$ cat config.mk
export PLATFORM = sky130hd
export DESIGN_NAME = stopwatch_ctrl
export DESIGN_NICKNAME = d
export VERILOG_FILES = /design/src/rtl/stopwatch_pkg.sv /design/src/rtl/bcd_digit_cnt.sv /design/src/rtl/stopwatch_ctrl.sv
export SDC_FILE = /design/constraint.sdc
export NUM_CORES = 1
export LEC_CHECK = 0
export ABC_AREA = 1
export CORE_ASPECT_RATIO = 1.4
export CORE_MARGIN = 3
export CORE_UTILIZATION = 41
export CTS_BUF_LIST = sky130_fd_sc_hd__clkbuf_4 sky130_fd_sc_hd__clkbuf_8 sky130_fd_sc_hd__clkbuf_16
export CTS_CLUSTER_DIAMETER = 200
export CTS_CLUSTER_SIZE = 30
export DETAILED_ROUTE_END_ITERATION = 8
export GPL_ROUTABILITY_DRIVEN = 0
export PLACE_DENSITY = 0.59
export REMOVE_ABC_BUFFERS = 1
export SETUP_SLACK_MARGIN = 0.4
export SLEW_MARGIN = 20
export SYNTH_ARGS = -nofsm -noshare
export SYNTH_HDL_FRONTEND = slang
export SYNTH_HIERARCHICAL = 1
export SYNTH_SLANG_ARGS = --single-unit
$ cat constraint.sdc
create_clock -name clk_200 -period 5.1 [get_ports clk_200]
set_input_delay 1.02 -clock clk_200 [delete_from_list [all_inputs] [get_ports clk_200]]
set_output_delay 1.02 -clock clk_200 [all_outputs]
set_load 0.02 [all_outputs]
$ cat src/rtl/stopwatch_pkg.sv
// Shared types and constants for the stopwatch controller.
package stopwatch_pkg;

    typedef enum logic [1:0] {
        IDLE   = 2'd0,
        RUN    = 2'd1,
        PAUSED = 2'd2,
        LAP    = 2'd3
    } sw_state_t;

    typedef logic [3:0] bcd_digit_t;

    localparam int MS_MOD    = 10;
    localparam int SEC_T_MOD = 6;

    // Value a digit counter will hold after the coming edge.
    function automatic bcd_digit_t digit_next(bcd_digit_t d, logic inc, logic carry, logic clr);
        if (clr)   return 4'd0;
        if (!inc)  return d;
        if (carry) return 4'd0;
        return d + 4'd1;
    endfunction

endpackage

$ cat src/rtl/bcd_digit_cnt.sv
// Single BCD digit counter, modulo MOD, with ripple carry out.
module bcd_digit_cnt
    import stopwatch_pkg::*;
#(
    parameter int MOD = 10
) (
    input  logic       clk_200,
    input  logic       resetb,
    input  logic       inc,
    input  logic       clr,
    output bcd_digit_t digit,
    output logic       carry
);

    localparam bcd_digit_t TOP = bcd_digit_t'(MOD - 1);

    bcd_digit_t r_digit;

    assign digit = r_digit;
    assign carry = inc && (r_digit == TOP);

    // Count up on inc, wrap at MOD; clear has priority.
    always_ff @(posedge clk_200 or negedge resetb) begin
        if (!resetb) begin
            r_digit <= 4'd0;
        end else if (clr) begin
            r_digit <= 4'd0;
        end else if (inc) begin
            r_digit <= (r_digit == TOP) ? 4'd0 : r_digit + 4'd1;
        end
    end

endmodule

$ cat src/rtl/stopwatch_ctrl.sv
// Stopwatch controller: mm:ss.mmm BCD count with start/stop, lap freeze and clear.
//
// state  | meaning
// IDLE   | cleared, waiting for start_stop
// RUN    | counting, display shows live count
// PAUSED | count held, display shows live count
// LAP    | counting, display frozen on lap latch
module stopwatch_ctrl
    import stopwatch_pkg::*;
#(
    parameter int MIN_MAX = 59
) (
    input  logic        clk_200,
    input  logic        resetb,
    input  logic        ms_tick,
    input  logic        start_stop,
    input  logic        lap,
    input  logic        clear,
    output logic [27:0] disp_bcd,
    output logic        running,
    output logic        lap_active,
    output logic        overflow
);

    localparam logic [6:0] MIN_MAX_C = 7'(MIN_MAX);

    sw_state_t   r_state;
    sw_state_t   w_next;
    bcd_digit_t  r_min_t;
    bcd_digit_t  r_min_o;
    logic [27:0] r_lap;
    logic [27:0] r_disp;
    logic        r_running;
    logic        r_lap_active;
    logic        r_overflow;

    // w_inc[i] increments digit i (0 = ms_o .. 4 = sec_t); w_inc[5] increments minutes.
    logic [5:0]  w_inc;
    bcd_digit_t  w_dig     [5];
    bcd_digit_t  w_dig_nxt [5];
    bcd_digit_t  w_min_t_nxt;
    bcd_digit_t  w_min_o_nxt;
    logic        w_wrap;
    logic        w_capture;
    logic [6:0]  w_min_val;
    logic [27:0] w_count;
    logic [27:0] w_count_nxt;
    logic [27:0] w_lap_nxt;

    // A tick coinciding with clear is dropped; the count uses the registered state.
    assign w_inc[0]  = ms_tick && !clear && (r_state == RUN || r_state == LAP);
    assign w_capture = (r_state == RUN) && lap && !start_stop && !clear;

    for (genvar g = 0; g < 5; g++) begin : g_dig
        bcd_digit_cnt #(
            .MOD (g == 4 ? SEC_T_MOD : MS_MOD)
        ) u_dig (
            .clk_200 (clk_200),
            .resetb  (resetb),
            .inc     (w_inc[g]),
            .clr     (clear),
            .digit   (w_dig[g]),
            .carry   (w_inc[g+1])
        );
    end

    assign w_min_val   = 7'(r_min_t) * 7'd10 + 7'(r_min_o);
    assign w_count     = {r_min_t, r_min_o, w_dig[4], w_dig[3], w_dig[2], w_dig[1], w_dig[0]};
    assign w_count_nxt = {w_min_t_nxt, w_min_o_nxt,
                          w_dig_nxt[4], w_dig_nxt[3], w_dig_nxt[2], w_dig_nxt[1], w_dig_nxt[0]};
    assign w_lap_nxt   = clear ? 28'd0 : (w_capture ? w_count : r_lap);

    // Look-ahead of the sub-second/second digits so the display register tracks the count.
    always_comb begin
        for (int i = 0; i < 5; i++) begin
            w_dig_nxt[i] = digit_next(w_dig[i], w_inc[i], w_inc[i+1], clear);
        end
    end

    // Minutes pair: two BCD digits sharing one combined limit; wrapping sets overflow.
    always_comb begin
        w_min_t_nxt = r_min_t;
        w_min_o_nxt = r_min_o;
        w_wrap      = 1'b0;
        if (clear) begin
            w_min_t_nxt = 4'd0;
            w_min_o_nxt = 4'd0;
        end else if (w_inc[5]) begin
            if (w_min_val == MIN_MAX_C) begin
                w_min_t_nxt = 4'd0;
                w_min_o_nxt = 4'd0;
                w_wrap      = 1'b1;
            end else if (r_min_o == 4'd9) begin
                w_min_o_nxt = 4'd0;
                w_min_t_nxt = r_min_t + 4'd1;
            end else begin
                w_min_o_nxt = r_min_o + 4'd1;
            end
        end
    end

    // Next-state decode; clear beats start_stop beats lap.
    always_comb begin
        w_next = r_state;
        unique case (r_state)
            IDLE:    if (start_stop) w_next = RUN;
            RUN:     if (start_stop) w_next = PAUSED;
                     else if (lap)   w_next = LAP;
            PAUSED:  if (start_stop) w_next = RUN;
            LAP:     if (start_stop) w_next = PAUSED;
                     else if (lap)   w_next = RUN;
            default: w_next = IDLE;
        endcase
        if (clear) w_next = IDLE;
    end

    // State, minutes, lap latch and all registered outputs.
    always_ff @(posedge clk_200 or negedge resetb) begin
        if (!resetb) begin
            r_state      <= IDLE;
            r_min_t      <= 4'd0;
            r_min_o      <= 4'd0;
            r_lap        <= 28'd0;
            r_disp       <= 28'd0;
            r_running    <= 1'b0;
            r_lap_active <= 1'b0;
            r_overflow   <= 1'b0;
        end else begin
            r_state      <= w_next;
            r_min_t      <= w_min_t_nxt;
            r_min_o      <= w_min_o_nxt;
            r_lap        <= w_lap_nxt;
            r_disp       <= (w_next == LAP) ? w_lap_nxt : w_count_nxt;
            r_running    <= (w_next == RUN) || (w_next == LAP);
            r_lap_active <= (w_next == LAP);
            if (clear)       r_overflow <= 1'b0;
            else if (w_wrap) r_overflow <= 1'b1;
        end
    end

    assign disp_bcd   = r_disp;
    assign running    = r_running;
    assign lap_active = r_lap_active;
    assign overflow   = r_overflow;

endmodule

==> flow_summary.ini <==
[outcome]
run_status = completed

[critical_path]
path_class = in -> reg
critPathLaunchType = primary input
rr_endpoint = disp_bcd[27]
critPathMostFrequentCell = nor2_1
cpMaxStageDelayCell = clkdlybuf4s50_1
slowest_delay_ns = 0.48
cp_max_fo = 8
r2r-start = r_state[0]
path_cells = clkdlybuf4s50_1, nand2_1, nor2_1, inv_1, nor2_1, inv_1, nor2_1, buf_4, inv_1, nor2_1, buf_4, inv_1, nor2_1, buf_4, inv_1, nor2_1, nand4_1, nor2_1, nand2_1, nand2_1, nand2_1, nor2_1, nand2_1, nand2_1
worstRegToRegCells = 23
ff2ff_setup_slack_ns = 1.53
end_kind = register
cp_data_arrival_time_ns = 4.50
critPathRequiredTime_ns = 5.38

[clock_network]
h-tree-depth = 3
numCtsBuffers = 9
postCtsHoldBufs = 0
cts.sinks = 88
clock_path_buffers = 2
clock-root-buffer = clkbuf_16
postCtsSetupRepairBufs = 0
cts_tree = done
clk_latency_ns = 0.34
clkSlewWorstSetupHoldPaths_ns = 0.06
cts.repair.resized = 0

[floorplanning]
core-area_sq_um = 11450
dieWidth_um = 98.20
die_area_sq_um = 13260
initial_utilization_pct = 42.60
io_pins = 37
rows = 46
die_height_um = 135.1

[synth]
synthCells = 643
synth-simple-area-share_pct = 28.08
synth_seq_cells = 88
synth_xor_area_share_pct = 1.077
ys_types = 32
synthMuxAreaShare_pct = 0
synth_top_family_by_area = simple AND/OR/NAND/NOR gates
synthAdderAreaFrac_pct = 6.974
syn_avg_cell_area_sq_um = 7.589
synth_area_sq_um = 4880
ys_seq_area_share_pct = 45.13
yosysWarnings = 6
synth-compound-area-share_pct = 9.359

[final_layout]
syn2layout_area_growth_pct = 17.18
drive_above_1_share_pct = 5.087
num_antenna_cells = 0
finalNetCount = 715
fill_cells = 1128

[power]
sequentialPowerShare_pct = 47.4
switching_share_pct = 21.17
leakage_nw = 3.037
peakVddDrop_v = 0.0001533
powerDensity_nw_per_um2 = 263.4
p_comb_share_pct = 5.1
power_w = 0.001506
p_clk_share_pct = 47.5
p_int_w = 0.001187
power.switching_w = 0.0003188

[min_path]
hold_path_class = reg -> reg
min_to = overflow
whs_path_depth = 2
hold_start = overflow

[sta]
finalHoldViolations = 0
tns_ns = 0
min_period_over_period_pct = 82.85
rsz0062_at_grt = no
min_period_ns = 4.226
finalSetupViolCount = 0
worstMarginPinSlew_ns = 0.6630
slew-limit-headroom_pct = 55.80
max_freq_mhz = 236.7
worst_slack_ns = 0.8745
skew_ns = 0.004952
finalMaxSlewViolations = 0

[placed_design]
pre_cts_slack_ns = 0.5459
portBuffers = 36
dp_hpwl_mm = 7.130

[drt]
remaining_drc_errors = 0
initialDrtViolationCount = 204
avgRoutedWirePerCell_um = 12.59
firstDrtPassIters = 4
vias_per_cell = 4.959
num_vias = 4126
antenna_left = 0
drt-total-wl_mm = 10.48

[global_routing]
antenna_found_initial = 0
grt_pass1_vias = 4050
grt_first_pass_wirelength_mm = 18.55
grt_usage_pct = 17.13
grt_overflow_total = 0
grt_max_degree = 54

[job]
timing.max_cap.violations = 0
## synthesized netlist by cell type (all sizes together)
| library cell | instances | area share [%] |
|---|---|---|
| nand2 | 213 | 16 |
| inv | 99 | 7.7 |
| dfrtp | 88 | 45 |
| o21ai | 51 | 5.2 |
| nor2 | 43 | 3.7 |
| nand3 | 36 | 4.1 |
| ha | 24 | 6.2 |
| a21oi | 22 | 2.3 |
| nand4 | 11 | 1.4 |
| buf | 10 | 1.3 |
| nor3 | 9 | 0.92 |
| o21bai | 6 | 0.92 |
| a31oi | 5 | 0.64 |
| xor2 | 5 | 0.90 |
| and3 | 4 | 0.51 |
| clkbuf | 4 | 0.33 |
| nor3b | 4 | 0.62 |
| nand3b | 3 | 0.46 |
| fa | 2 | 0.82 |
| o211ai | 2 | 0.31 |
| clkinv | 1 | 0.10 |
| xnor2 | 1 | 0.18 |
## flip-flops by register name (all words and copies together), names as in the netlist
signal	cells
overflow	1
r_lap	28
disp_bcd	28
g_dig.u_dig/digit	20
r_state	2
r_min_t	4
lap_active	1
r_min_o	4
## stage by stage
step	hold slack, ns	instance area, sq um	util [%]	instances
2_1_floorplan	0.4968	4801	-	629
3_3_place_gp	0.5204	5391	47.07	816
3_5_place_dp	0.5336	5391	47.07	816
4_1_cts	0.5432	5718	49.92	832
5_1_grt	0.5522	5718	49.92	832
6_report	0.5306	5718	49.92	832
## power groups by stage
| stage | registers, W | clock network (W) | logic [W] |
|---|---|---|---|
| after floorplan | 0.000728 | 0 | 0.0000363 |
| after global placement | 0.000726 | 0 | 0.0000773 |
| after detailed placement | 0.000727 | 0 | 0.0000785 |
| after CTS | 0.000714 | 0.000740 | 0.0000788 |
| after global routing | 0.000715 | 0.000776 | 0.0000892 |
| final | 0.000714 | 0.000716 | 0.0000767 |
## worst max path at each step
stage               depth (start not counted)    start  slack, ns      endpoint
floorplan                                  20  ms_tick       0.95  disp_bcd[27]
global placement                           24  ms_tick       0.65  disp_bcd[27]
detailed placement                         24  ms_tick       0.55  disp_bcd[27]
CTS                                        24  ms_tick       0.90  disp_bcd[27]
global route                               24  ms_tick       0.47  disp_bcd[27]
finish                                     24  ms_tick       0.87  disp_bcd[27]
## critical path: cells and delay by family
kind	cells	cell delay (ns)
simple gates	15	2.16
buf+inv	9	1.31
## cells by family after synthesis
logic type / count (synthesis)
adder cells (fa/ha/maj): 26
flip-flops: 88
XOR/XNOR: 6
buffers and inverters: 114
AO/OA/AOI/OAI: 86
AND/OR/NAND/NOR: 323
## layout by cell type (no fill, tap or decap), types with 6 or more instances in the layout
master             n
inv_1             97
nor3_1             9
o21bai_1           6
nor2_1            38
o21ai_1           23
dfrtp_1           88
clkdlybuf4s50_1   35
nand3_1           34
clkbuf_16          9
buf_4              8
a21oi_1           22
nand2_1          212
nand4_1           11
o21ai_0           28
ha_1              24
## metal layers
| layer | global-route usage (%) | wire length (um) |
|---|---|---|
| met4 | 5.163 | 93 |
| met2 | 29.92 | 5383 |
| met3 | 4.134 | 378 |
| met1 | 20.97 | 4620 |
| met5 | 0 | 0 |
## area by class of cell
class	count	area, sq um	share of cell area [%]
clock buffers	13	261.5	4.573
multi-input cells	441	2220	38.82
inverters	100	379.1	6.630
flip-flops and latches	88	2202	38.51
clock inverters	3	65.06	1.138
well taps	144	180.2	3.151
repair buffers	43	410.4	7.177
Power figures use the tool's default switching activity.
